===== src/rtl/eth_tx_pkg.sv =====
// -----------------------------------------------------------------------------
// eth_tx_pkg
// Shared definitions for the Ethernet frame TX sequencer: the controller state
// encoding, header field widths and default buffer/length widths.
// -----------------------------------------------------------------------------
package eth_tx_pkg;

    localparam int MAC_W      = 48;
    localparam int ETYPE_W    = 16;
    localparam int DEF_ADDR_W = 8;
    localparam int DEF_LEN_W  = 9;   // holds 0..256

    typedef enum logic [1:0] {
        IDLE   = 2'd0,
        HDR    = 2'd1,
        STREAM = 2'd2,
        DONE   = 2'd3
    } state_t;

endpackage


===== src/rtl/eth_frame_tx_sequencer_if.sv =====
// -----------------------------------------------------------------------------
// eth_frame_tx_sequencer_if
// Input side of the Ethernet TX core: header handshake plus the byte-wide
// payload AXI stream.
//   master : the sequencer (drives header fields, hdr_valid, payload beat)
//   slave  : the TX core   (drives hdr_ready, tready)
// -----------------------------------------------------------------------------
interface eth_frame_tx_sequencer_if;
    import eth_tx_pkg::*;

    logic               s_eth_hdr_valid;
    logic               s_eth_hdr_ready;
    logic [MAC_W-1:0]   s_eth_dest_mac;
    logic [MAC_W-1:0]   s_eth_src_mac;
    logic [ETYPE_W-1:0] s_eth_type;
    logic [7:0]         s_eth_payload_axis_tdata;
    logic               s_eth_payload_axis_tvalid;
    logic               s_eth_payload_axis_tready;
    logic               s_eth_payload_axis_tlast;
    logic               s_eth_payload_axis_tuser;

    modport master (
        output s_eth_hdr_valid, s_eth_dest_mac, s_eth_src_mac, s_eth_type,
        output s_eth_payload_axis_tdata, s_eth_payload_axis_tvalid,
        output s_eth_payload_axis_tlast, s_eth_payload_axis_tuser,
        input  s_eth_hdr_ready, s_eth_payload_axis_tready
    );

    modport slave (
        input  s_eth_hdr_valid, s_eth_dest_mac, s_eth_src_mac, s_eth_type,
        input  s_eth_payload_axis_tdata, s_eth_payload_axis_tvalid,
        input  s_eth_payload_axis_tlast, s_eth_payload_axis_tuser,
        output s_eth_hdr_ready, s_eth_payload_axis_tready
    );

endinterface


===== src/rtl/eth_tx_addr_gen.sv =====
// -----------------------------------------------------------------------------
// eth_tx_addr_gen
// Frame buffer address / byte counter for the TX sequencer.
//   clk, rst    : clock, synchronous active-low reset
//   load        : command accepted; capture base and len
//   base, len   : first payload byte address, payload byte count
//   active      : sequencer is streaming payload (tvalid high)
//   beat        : payload handshake this cycle (tvalid && tready)
//   buf_raddr   : look-ahead read address for the registered-read buffer
//   last        : current beat is the final byte of the frame
// -----------------------------------------------------------------------------
module eth_tx_addr_gen #(
    parameter int ADDR_W = 8,
    parameter int LEN_W  = 9
) (
    input  logic              clk,
    input  logic              rst,
    input  logic              load,
    input  logic [ADDR_W-1:0] base,
    input  logic [LEN_W-1:0]  len,
    input  logic              active,
    input  logic              beat,
    output logic [ADDR_W-1:0] buf_raddr,
    output logic              last
);

    logic [ADDR_W-1:0] addr;
    logic [LEN_W-1:0]  remaining;
    logic              advance;

    assign last    = active && (remaining == LEN_W'(1));
    // The final beat leaves addr and remaining alone, so remaining never
    // drops below 1 and a full 256-byte length fits in LEN_W bits.
    assign advance = beat && !last;

    // The buffer read is registered, so the address for the next beat has to
    // be presented in the same cycle as the current handshake; otherwise a
    // bubble would appear after every accepted byte.
    assign buf_raddr = advance ? addr + ADDR_W'(1) : addr;

    // NOTE: sequential state is always assigned with <=, so every register
    // samples the pre-edge values of its neighbours regardless of order.
    always_ff @(posedge clk) begin
        if (!rst) begin
            addr      <= '0;
            remaining <= '0;
        end else if (load) begin
            addr      <= base;
            remaining <= len;
        end else if (advance) begin
            addr      <= addr + ADDR_W'(1);
            remaining <= remaining - LEN_W'(1);
        end
    end

endmodule


===== src/rtl/eth_frame_tx_sequencer.sv =====
// -----------------------------------------------------------------------------
// eth_frame_tx_sequencer
// Moves one Ethernet frame per command from a byte-wide frame buffer into the
// TX core: header handshake first, then the payload at one byte per cycle
// under tready backpressure, tlast on the final byte.
//   clk, rst          : clock, synchronous active-low reset
//   cmd_*             : command handshake (base address, length, header)
//   buf_raddr/rdata   : frame buffer port, rdata = mem[raddr of last cycle]
//   eth_busy          : TX core busy; only blocks command acceptance
//   tx (master)       : header + payload stream towards the TX core
//   frame_done        : one-cycle pulse closing every accepted command
//   frame_err         : pulse with frame_done when the command length was 0
// -----------------------------------------------------------------------------
module eth_frame_tx_sequencer
    import eth_tx_pkg::*;
#(
    parameter int ADDR_W = DEF_ADDR_W,
    parameter int LEN_W  = DEF_LEN_W
) (
    input  logic                clk,
    input  logic                rst,
    input  logic                cmd_valid,
    output logic                cmd_ready,
    input  logic [ADDR_W-1:0]   cmd_base_addr,
    input  logic [LEN_W-1:0]    cmd_len,
    input  logic [MAC_W-1:0]    cmd_dest_mac,
    input  logic [MAC_W-1:0]    cmd_src_mac,
    input  logic [ETYPE_W-1:0]  cmd_type,
    output logic [ADDR_W-1:0]   buf_raddr,
    input  logic [7:0]          buf_rdata,
    input  logic                eth_busy,
    eth_frame_tx_sequencer_if.master tx,
    output logic                frame_done,
    output logic                frame_err
);

    state_t state, state_next;
    logic   accept;
    logic   hdr_valid;
    logic   pl_valid;
    logic   last;
    logic   err_q;

    assign accept = cmd_valid && cmd_ready;

    always_ff @(posedge clk) begin
        if (!rst) state <= IDLE;
        else      state <= state_next;
    end

    // NOTE: every output of this block gets a default before the case so no
    // path leaves a signal unassigned and no latch is inferred.
    always_comb begin
        state_next = state;
        cmd_ready  = 1'b0;
        hdr_valid  = 1'b0;
        pl_valid   = 1'b0;
        frame_done = 1'b0;
        frame_err  = 1'b0;
        unique case (state)
            IDLE: begin
                // Held low while in reset so every output reads 0 then.
                cmd_ready = rst && !eth_busy;
                if (cmd_valid && cmd_ready)
                    state_next = (cmd_len == '0) ? DONE : HDR;
            end
            HDR: begin
                hdr_valid = 1'b1;
                if (tx.s_eth_hdr_ready) state_next = STREAM;
            end
            STREAM: begin
                pl_valid = 1'b1;
                if (tx.s_eth_payload_axis_tready && last) state_next = DONE;
            end
            DONE: begin
                frame_done = 1'b1;
                frame_err  = err_q;
                state_next = IDLE;
            end
            default: state_next = IDLE;
        endcase
    end

    // Header fields and the zero-length flag are captured only on accept, so
    // they stay stable for the whole frame whatever the command bus does.
    always_ff @(posedge clk) begin
        if (!rst) begin
            tx.s_eth_dest_mac <= '0;
            tx.s_eth_src_mac  <= '0;
            tx.s_eth_type     <= '0;
            err_q             <= 1'b0;
        end else if (accept) begin
            tx.s_eth_dest_mac <= cmd_dest_mac;
            tx.s_eth_src_mac  <= cmd_src_mac;
            tx.s_eth_type     <= cmd_type;
            err_q             <= (cmd_len == '0);
        end
    end

    eth_tx_addr_gen #(
        .ADDR_W (ADDR_W),
        .LEN_W  (LEN_W)
    ) u_addr_gen (
        .clk       (clk),
        .rst       (rst),
        .load      (accept),
        .base      (cmd_base_addr),
        .len       (cmd_len),
        .active    (pl_valid),
        .beat      (pl_valid && tx.s_eth_payload_axis_tready),
        .buf_raddr (buf_raddr),
        .last      (last)
    );

    assign tx.s_eth_hdr_valid           = hdr_valid;
    assign tx.s_eth_payload_axis_tvalid = pl_valid;
    // Masked outside STREAM so the data lane reads 0 when idle or in reset.
    assign tx.s_eth_payload_axis_tdata  = pl_valid ? buf_rdata : 8'h00;
    assign tx.s_eth_payload_axis_tlast  = last;
    assign tx.s_eth_payload_axis_tuser  = 1'b0;

endmodule


===== src/flat_wrapper.sv =====
// flat-port wrapper written by rule: the top's interface ports become plain ports
module eth_frame_tx_sequencer_flat import eth_tx_pkg::*;
#(
    parameter int ADDR_W = DEF_ADDR_W,
    parameter int LEN_W  = DEF_LEN_W
)
  (clk, rst, cmd_valid, cmd_ready, cmd_base_addr, cmd_len, cmd_dest_mac, cmd_src_mac, cmd_type, buf_raddr, buf_rdata, eth_busy, frame_done, frame_err, tx_s_eth_hdr_valid, tx_s_eth_dest_mac, tx_s_eth_src_mac, tx_s_eth_type, tx_s_eth_payload_axis_tdata, tx_s_eth_payload_axis_tvalid, tx_s_eth_payload_axis_tlast, tx_s_eth_payload_axis_tuser, tx_s_eth_hdr_ready, tx_s_eth_payload_axis_tready);
  eth_frame_tx_sequencer_if tx_i ();
  input  logic clk;
  input  logic rst;
  input  logic cmd_valid;
  output logic cmd_ready;
  input  logic [ADDR_W-1:0] cmd_base_addr;
  input  logic [LEN_W-1:0] cmd_len;
  input  logic [MAC_W-1:0] cmd_dest_mac;
  input  logic [MAC_W-1:0] cmd_src_mac;
  input  logic [ETYPE_W-1:0] cmd_type;
  output logic [ADDR_W-1:0] buf_raddr;
  input  logic [7:0] buf_rdata;
  input  logic eth_busy;
  output logic frame_done;
  output logic frame_err;
  output wire logic [$bits(tx_i.s_eth_hdr_valid)-1:0] tx_s_eth_hdr_valid;
  output wire logic [$bits(tx_i.s_eth_dest_mac)-1:0] tx_s_eth_dest_mac;
  output wire logic [$bits(tx_i.s_eth_src_mac)-1:0] tx_s_eth_src_mac;
  output wire logic [$bits(tx_i.s_eth_type)-1:0] tx_s_eth_type;
  output wire logic [$bits(tx_i.s_eth_payload_axis_tdata)-1:0] tx_s_eth_payload_axis_tdata;
  output wire logic [$bits(tx_i.s_eth_payload_axis_tvalid)-1:0] tx_s_eth_payload_axis_tvalid;
  output wire logic [$bits(tx_i.s_eth_payload_axis_tlast)-1:0] tx_s_eth_payload_axis_tlast;
  output wire logic [$bits(tx_i.s_eth_payload_axis_tuser)-1:0] tx_s_eth_payload_axis_tuser;
  input wire logic [$bits(tx_i.s_eth_hdr_ready)-1:0] tx_s_eth_hdr_ready;
  input wire logic [$bits(tx_i.s_eth_payload_axis_tready)-1:0] tx_s_eth_payload_axis_tready;
  assign tx_s_eth_hdr_valid = tx_i.s_eth_hdr_valid;
  assign tx_s_eth_dest_mac = tx_i.s_eth_dest_mac;
  assign tx_s_eth_src_mac = tx_i.s_eth_src_mac;
  assign tx_s_eth_type = tx_i.s_eth_type;
  assign tx_s_eth_payload_axis_tdata = tx_i.s_eth_payload_axis_tdata;
  assign tx_s_eth_payload_axis_tvalid = tx_i.s_eth_payload_axis_tvalid;
  assign tx_s_eth_payload_axis_tlast = tx_i.s_eth_payload_axis_tlast;
  assign tx_s_eth_payload_axis_tuser = tx_i.s_eth_payload_axis_tuser;
  assign tx_i.s_eth_hdr_ready = tx_s_eth_hdr_ready;
  assign tx_i.s_eth_payload_axis_tready = tx_s_eth_payload_axis_tready;
  eth_frame_tx_sequencer #(.ADDR_W(ADDR_W), .LEN_W(LEN_W)) u_core (.clk(clk), .rst(rst), .cmd_valid(cmd_valid), .cmd_ready(cmd_ready), .cmd_base_addr(cmd_base_addr), .cmd_len(cmd_len), .cmd_dest_mac(cmd_dest_mac), .cmd_src_mac(cmd_src_mac), .cmd_type(cmd_type), .buf_raddr(buf_raddr), .buf_rdata(buf_rdata), .eth_busy(eth_busy), .tx(tx_i), .frame_done(frame_done), .frame_err(frame_err));
endmodule

===== config.mk =====
export PLATFORM = sky130hd
export DESIGN_NAME = eth_frame_tx_sequencer_flat
export DESIGN_NICKNAME = d
export VERILOG_FILES = /design/src/rtl/eth_tx_pkg.sv /design/src/rtl/eth_frame_tx_sequencer_if.sv /design/src/rtl/eth_tx_addr_gen.sv /design/src/rtl/eth_frame_tx_sequencer.sv /design/src/flat_wrapper.sv
export SDC_FILE = /design/constraint.sdc
export NUM_CORES = 1
export LEC_CHECK = 0
export CORE_ASPECT_RATIO = 1.75
export CORE_MARGIN = 2
export CORE_UTILIZATION = 40
export DETAILED_ROUTE_END_ITERATION = 6
export GPL_ROUTABILITY_DRIVEN = 1
export PLACE_DENSITY = 0.83
export SETUP_SLACK_MARGIN = 0.4
export SKIP_CTS_REPAIR_TIMING = 1
export SLEW_MARGIN = 20
export SYNTH_ARGS = -nofsm -noshare
export SYNTH_HDL_FRONTEND = slang
export SYNTH_HIERARCHICAL = 1
export SYNTH_SLANG_ARGS = --single-unit

===== constraint.sdc =====
create_clock -name clk -period 3.8 [get_ports clk]
set_input_delay 0.76 -clock clk [delete_from_list [all_inputs] [get_ports clk]]
set_output_delay 0.76 -clock clk [all_outputs]
set_load 0.02 [all_outputs]

# ---- Word level (Yosys, flattened, before mapping)
# Cells that the tools add are included.
dict set report totals {
  ramBits 0
  wordCells 44
  latchBits 0
  mem_bits_ro 0
  inputBits 143
  n_memories 0
  output_inout_bits 135
  register_bits 132
}
dict set report op_classes {
  shift 0
  add_sub_neg 2
  magnitude_cmp 0
  n_eq_ne 7
  div 0
  mul 0
  bitwise 0
  reduce_logical 13
  n_mux 15
}
# cell count
set ops {}
lappend ops {{2-to-1 mux 8 bit} 3}
lappend ops {{2-to-1 mux 9 bit} 2}
lappend ops {{equality test 9 x 1 -> 1 bit (second input constant)} 1}
lappend ops {{logical NOT 9 bit} 1}
lappend ops {{subtractor 9 x 1 -> 9 bit (second input constant)} 1}
lappend ops {{adder 8 x 1 -> 8 bit (second input constant)} 1}
lappend ops {{2-to-1 mux 2 bit} 4}
lappend ops {{case mux 2 bit (4 select lines)} 1}
lappend ops {{logical AND 1 bit} 7}
lappend ops {{2-to-1 mux 1 bit} 5}
lappend ops {{equality test 2 bit (second input constant)} 2}
lappend ops {{!= test 2 x 1 -> 1 bit (second input constant)} 2}
lappend ops {{AND reduction 3 bit} 1}
lappend ops {{equality test 2 x 1 -> 1 bit (second input constant)} 1}
lappend ops {{logical NOT 1 bit} 2}
lappend ops {{logical NOT 2 bit} 1}
lappend ops {{!= test 2 bit (second input constant)} 1}
lappend ops {{nonzero test 2 bit} 1}

# ---- Depth between registers and ports, before layout
# Gate-level depths: netlist (run 1).
dict set report logic_depth {
  depth_word 7
  mapped_depth 9
  mapped_depth_nobuf 8
}

# ---- Modules after synthesis
# Netlist (run 1), hierarchy kept.
# module cells_per_inst n_inst area_per_inst_um2 seq_area_each_um2
set by_module_without_submodules {}
lappend by_module_without_submodules {eth_frame_tx_sequencer 527 1 4166.5 2302.2}
lappend by_module_without_submodules {eth_tx_addr_gen 118 1 1047.3 340.3}

# ---- Worst setup path before layout (run 1)
# No wires, ideal clock.
dict set report synth_timing {
  path_type {register -> output}
  start {register u_core.state[0]}
  end {output port buf_raddr[7]}
  required_time_ps 3040
  path_slack_ps 806
  t_arrival_ps 2234
  n_path_buf 2
  stages_incl_launch_ff 10
  cell_sequence {dfxtp_1 -> inv_1 -> ha_1 -> clkbuf_1 -> and2_1 -> clkbuf_1 -> and3_1 -> nand4_1 -> nand2b_1 -> xnor2_1}
}
dict set report synth_via {
  elab_chain_cells 6
  word_cells_on_any_way 7
  cone_classes {1 x eq/ne; 2 x mux; 4 x reduce/logical}
}
# element line_no
set synth_rtl {}
lappend synth_rtl {{start, declared} eth_frame_tx_sequencer.sv:37} ;# state_t state, state_next;
lappend synth_rtl {{start signal, assigned} eth_frame_tx_sequencer.sv:48} ;# else state <= state_next;
lappend synth_rtl {{equality test 2 bit (*)} eth_frame_tx_sequencer.sv:60} ;# unique case (state)
lappend synth_rtl {{2-to-1 mux 1 bit (*)} eth_frame_tx_sequencer.sv:60}
lappend synth_rtl {{via tx_s_eth_payload_axis_tvalid} flat_wrapper.sv:28} ;# output wire logic [$bits(tx_i.s_eth_payload_axis_tvalid)-1:0] tx_s_eth_payload_axis_tvalid;
lappend synth_rtl {{logical AND 1 bit} eth_tx_addr_gen.sv:31} ;# assign last = active && (remaining == LEN_W'(1));
lappend synth_rtl {{logical NOT 1 bit} eth_tx_addr_gen.sv:34} ;# assign advance = beat && !last;
lappend synth_rtl {{logical AND 1 bit (*)} eth_tx_addr_gen.sv:34}
lappend synth_rtl {{2-to-1 mux 8 bit (*)} n/a}
lappend synth_rtl {{end, declared} flat_wrapper.sv:18} ;# output logic [ADDR_W-1:0] buf_raddr;
# The timed path passes the listed nets; every way through them passes the cells marked *.

# ---- Worst setup path after layout (run 1)
dict set report layout_timing {
  start {register u_core.state[0]}
  end {output port buf_raddr[1]}
}
dict set report layout_via {
  elab_chain_cells 6
  word_cells_on_any_way 7
  cone_classes {1 x eq/ne; 2 x mux; 4 x reduce/logical}
}
# element line_no
set layout_rtl {}
lappend layout_rtl {{equality test 2 bit (*)} eth_frame_tx_sequencer.sv:60}
lappend layout_rtl {{2-to-1 mux 1 bit (*)} eth_frame_tx_sequencer.sv:60}
lappend layout_rtl {{logical AND 1 bit} eth_tx_addr_gen.sv:31}
lappend layout_rtl {{logical NOT 1 bit} eth_tx_addr_gen.sv:34}
lappend layout_rtl {{logical AND 1 bit (*)} eth_tx_addr_gen.sv:34}
lappend layout_rtl {{2-to-1 mux 8 bit (*)} n/a}
# Every way passes the cells marked *; elsewhere a longest branch is shown, timed or not.

==> results of run 1 <==
registers in the layout (all words and copies together) (netlist names):
name / count
u_core/tx.s_eth_dest_mac: 48
u_core/err_q: 1
u_core/tx.s_eth_type: 16
u_core/tx.s_eth_src_mac: 48
u_core/state: 2
u_core/u_addr_gen/remaining: 9
u_core/u_addr_gen/addr: 8
cell type report:
class	instances	share of cell area [%]
timing repair buffer	289	33.2
sequential	132	30.3
multi-input combinational	460	26.8
clock buffer	21	5.17
tap	171	2.45
clock inverter	11	1.75
inverter	8	0.388
power groups by stage:
stage / Sequential, uW / Combinational (uW) / Clock (uW)
floorplan: 1690 / 463 / 0
global placement: 1600 / 1000 / 0
detailed placement: 1610 / 1010 / 0
CTS: 1580 / 1020 / 1700
global route: 1600 / 1100 / 1760
finish: 1580 / 1030 / 1660
kinds of logic after synthesis:
family                     share of synthesized area [%]
xor gates and xnor gates                            1.18
and+or+nand+nor                                     22.9
AOI/OAI and AO/OA                                   17.9
adders and majority gates                           1.92
buffers and inverters                               4.90
DFF                                                 50.7
muxes                                              0.408
other                                             0.0719
Yosys cell counts (2+ instances only):
master / n / area, um2
nand3b_1: 2 / 15.0
nand3_1: 3 / 15.0
or2_2: 4 / 25.0
nand2_1: 225 / 845
nor3_1: 4 / 20.0
nor3b_1: 2 / 15.0
nor2_1: 5 / 18.8
o311ai_0: 3 / 26.3
and2_1: 11 / 68.8
inv_2: 2 / 7.51
and3_1: 3 / 18.8
a211oi_1: 3 / 22.5
a2111oi_0: 2 / 17.5
xnor2_1: 6 / 52.6
or3_2: 4 / 30.0
clkbuf_1: 23 / 86.3
inv_1: 6 / 22.5
o21ba_2: 4 / 40.0
o311a_1: 2 / 20.0
or4_1: 2 / 15.0
a21boi_0: 2 / 15.0
nand2b_1: 4 / 25.0
dfxtp_1: 132 / 2640
a31oi_1: 3 / 18.8
or3_1: 2 / 12.5
a21oi_1: 117 / 586
buf_2: 12 / 60.1
nor2b_1: 2 / 12.5
buf_4: 9 / 67.6
nand4_1: 3 / 18.8
ha_1: 8 / 100
o21ai_0: 14 / 70.1
path summary, 6_finish.rpt:
path | slack (ps) | to | start
setup / recovery | 320 | buf_raddr[1] | u_core/state[0]
hold / removal | 450 | u_core/tx.s_eth_dest_mac[28] | u_core/tx.s_eth_dest_mac[28]
setup reg to reg | 1570 | u_core/u_addr_gen/remaining[7] | u_core/state[0]
hold reg to reg | 450 | u_core/tx.s_eth_dest_mac[28] | u_core/tx.s_eth_dest_mac[28]
per-stage QoR:
step / cell area, um2 / std cells / setup WS [ps] / util [%]
floorplan: 5210 / 645 / 806 / -
global placement: 8060 / 1056 / 261 / 63.0
detailed placement: 8060 / 1056 / 270 / 63.0
CTS: 8660 / 1088 / 23.0 / 67.7
global route: 8720 / 1092 / 242 / 68.1
finish: 8720 / 1092 / 317 / 68.1
layer usage:
metal | part of all wire [%] | up-vias
li1 | - | 2677
met2 | 54 | 211
met5 | 0 | -
met3 | 5.9 | 40
met1 | 37 | 2453
met4 | 3.6 | 0
critical path: stages (launching register included):
cell and delay [ps]:
dfxtp_1 330, inv_1 130, ha_1 200, nand3b_1 240, buf_4 240, o31ai_4 250, mux2_2 390, clkdlybuf4s50_1 550
==> results.toml, run 1 <==
[final_layout]
register_area_um2 = 2640
antennaDiodeCount = 0
drive_above_1_share_pct = 6.95
fill_cells = 1027
nNetsFinal = 1059
layout_commonest_cell = "clkdlybuf4s50_1"
multi_input_comb_area_um2 = 2330
syn_to_final_growth_pct = 67.2
final_cell_mix = "269 x clkdlybuf4s50_1, 225 x nand2_1, 132 x dfxtp_1"

[worst_setup_path]
r2r_cells = 9
critPathRequiredTime_ps = 3040
cp-end-kind = "output pin"
cp_max_fo = 6
worst-setup-path-type = "reg2out"
cp-start-kind = "register"
worstPathArrival_ps = 2720

[power_and_ir_drop]
p_int_uw = 3050
vdd_drop_max_mv = 0.327
p_clk_share_pct = 38.9
pwr-share-comb_pct = 24.0
power_density_nw_per_um2 = 490
swShare_pct = 28.5
power_leakage_uw = 0.00319
seqPwrFrac_pct = 37.0
switchingPower_uw = 1220
power.total_uw = 4270

[floorplan]
die_w_um = 90.3
core_region_area_um2 = 12800
start_util_pct = 40.7
rows = 55
die_y_um = 155
die-area_um2 = 14000
num_io_pins = 278

[clock_network]
cts_buffers = 17
cts_tree = "done"
clkTransAtPathRegs_ps = 60
h-tree-depth = 4
clk_latency_ps = 410
cts_root_buffer = "clkbuf_16"
clockBufferDepth = 2
numClockSinks = 132

[sta]
timing.final.crit_share_pct = 91.7
slew_headroom_pct = 54.3
skew_ps = 16.7
grt_setup_unrepaired = "yes"
maxSlewViolCount = 0
tightest_slew_ps = 686
fmax_mhz = 287
fin_setup_tns_ps = 0
hold_slack_ps = 452
setup_viol = 0
final-hold-violation-count = 0
finalWorstPathRequiredPeriod_ps = 3480

[grt]
grt_pass1_wl_um = 26300
grt_max_degree = 77
grt_use_total_pct = 23.6
antenna_found_initial = 0
use_met1_pct = 24.9
grt_util_met3_pct = 6.49
busiest_layer = "met2"
grt-ovfl-total = 0
grt_pass1_vias = 5169
met2_usage_pct = 43.1

[logic_synthesis]
syn_nets = 796
ys_seq_area_share_pct = 50.7
synthesis.area_um2 = 5210
synthArstFlopShare_pct = 0
yosys.cell_types.count = 53
ys_warn_count = 6
postSynthCellCount = 645
ys_ff_latch = 132
synth.avg_cell_area_um2 = 8.08
ys.flop_type = "dfxtp_1"
synth_edf_count = 0

[place]
place_congestion = 0.880
numPortBuffers = 276
dpl.hpwl_um = 12100

[job]
maxCapViolations = 0

[drt]
drc = 0
via_count = 5381
wl_per_cell_um = 15.6
viasPerCell = 4.93
first_pass_iters = 5
drt_iter0_markers = 235
ant_nets = 0
postRouteWirelength_um = 17100

[hold_path]
hold_depth = 2
hold_class = "reg2reg"

[run_status]
status = "complete, no violations"
No activity file was read; power rests on OpenSTA's default activity.
==> run 2: changes to the inputs <==
- CORE_UTILIZATION: 40 -> 42
- PLACE_DENSITY: 0.83 -> 0.86
==> results.toml, run 2 (synthesized netlist as in run 1, its figures left out) <==
[sta]
grt_setup_unrepaired = "yes"
maxSlewViolCount = 0
final-hold-violation-count = 0
finalWorstPathRequiredPeriod_ps = 3460
tightest_slew_ps = 676
finalWorstSetupSlack_ps = 337
fin_setup_tns_ps = 0
skew_ps = 10.8
fmax_mhz = 289
setup_viol = 0
timing.final.crit_share_pct = 91.1
slew_headroom_pct = 55.0

[worst_setup_path]
crit_start = "u_core/u_addr_gen/remaining[4]"
cp-start-kind = "register"
timing.rr.start = "u_core/u_addr_gen/remaining[4]"
cp_cell_sequence = "or4_4 > o31ai_4 > mux2_2 > clkdlybuf4s50_1"
cp_max_fo = 9
cp-end-kind = "output pin"
worst-path-buf-inv = 1
critPathRequiredTime_ps = 3040
slowest_delay_ps = 630
crit_family = "simple AND/OR/NAND/NOR gates"
cp_slowest_cell = "or4_4"
worst-setup-path-type = "reg2out"
worstPathArrival_ps = 2700

[clock_network]
clockBufferDepth = 2
cts_root_buffer = "clkbuf_16"
clkTransAtPathRegs_ps = 60
cts_tree = "done"
h-tree-depth = 4
numClockSinks = 132
cts_buffers = 17
clk_latency_ps = 410

[hold_path]
hold_class = "reg2reg"
hold_start = "u_core/tx.s_eth_type[14]"

[final_layout]
final_cell_mix = "271 x clkdlybuf4s50_1, 225 x nand2_1, 132 x dfxtp_1"
nNetsFinal = 1058
fill_cells = 934
drive_above_1_share_pct = 6.85
syn_to_final_growth_pct = 66.3
multi_input_comb_area_um2 = 2330
largest_registers = "u_core/tx.s_eth_dest_mac x48, u_core/tx.s_eth_src_mac x48, u_core/tx.s_eth_type x16"
layout_commonest_cell = "clkdlybuf4s50_1"
antennaDiodeCount = 0
postLayoutCoreUtil_pct = 71.8
register_area_um2 = 2640

[job]
maxCapViolations = 0

[grt]
grt_pass1_vias = 5147
grt-ovfl-total = 0
grt_pass1_wl_um = 25200
grt_use_total_pct = 24.2
antenna_found_initial = 0
grt_max_degree = 115

[power_and_ir_drop]
power_leakage_uw = 0.00314
power_density_nw_per_um2 = 481
power.total_uw = 4170
vdd_drop_max_mv = 0.311

[run_status]
status = "complete, no violations"

[drt]
first_pass_iters = 6
ant_nets = 0
wl_per_cell_um = 15.4
postRouteWirelength_um = 16700
drc = 0
drt_iter0_markers = 234
via_count = 5439
viasPerCell = 5.01

[floorplan]
num_io_pins = 278
rows = 53
start_util_pct = 43.2
die_w_um = 88.2
die_y_um = 151
die-area_um2 = 13400
core_region_area_um2 = 12100

[place]
dpl_worst_slack_ps = 284
numPortBuffers = 276
place_congestion = 0.885
dpl.hpwl_um = 11800
## run 2: changes by cell type in the layout (fill, tap and decap cells not counted), moves of 2 or more
| cell | delta |
|---|---|
| dlymetal6s2s_1 | -2 |
| clkdlybuf4s50_1 | +2 |
| inv_6 | +3 |
| bufinv_16 | -2 |
| buf_4 | -2 |
## run 2: layer usage
metal	track usage, %	routed length, um
met4	13.1	715
met2	43.2	8880
met1	25.1	5820
met5	0	0
met3	6.54	1290
## run 2: layout make-up
class | count | share of cell area, %
clock buffers | 20 | 5.15
clock inverters | 12 | 1.41
inverters | 8 | 0.375
multi-input cells | 460 | 26.9
flip-flops and latches | 132 | 30.5
well taps | 165 | 2.38
repair buffers | 288 | 33.3
## run 2: worst register-to-register path, stage by stage, from the launching register on
cell	delay (ps)
dfxtp_1	360
or4_4	630
nor3_1	320
a21boi_0	210
a211o_1	320
a221oi_1	290
## run 2: path summary, 6_finish.rpt
path	to	slack (ps)	cells after the start
setup / recovery	buf_raddr[1]	340	4
hold / removal	u_core/tx.s_eth_type[14]	450	2
setup reg to reg	u_core/state[1]	1590	5
hold reg to reg	u_core/tx.s_eth_type[14]	450	2
## run 2: power by group
group	switching, uW	total [uW]	internal, uW
clock	628	1560	929
sequential	74.3	1580	1500
combinational	533	1030	500
total	1240	4170	2930
## run 2: stage by stage
step | hold slack (ps) | instances | area [um2]
after floorplan | 435 | 645 | 5210
after global placement | 440 | 1049 | 8050
after detailed placement | 446 | 1049 | 8050
after CTS | 453 | 1081 | 8620
after global routing | 468 | 1085 | 8670
final | 451 | 1085 | 8670
==> run 3: changes to the inputs <==
- CTS_CLUSTER_DIAMETER: not set -> 50
==> results of run 3 <==
No change in the layout: final DEF, timing and power equal those of run 2.
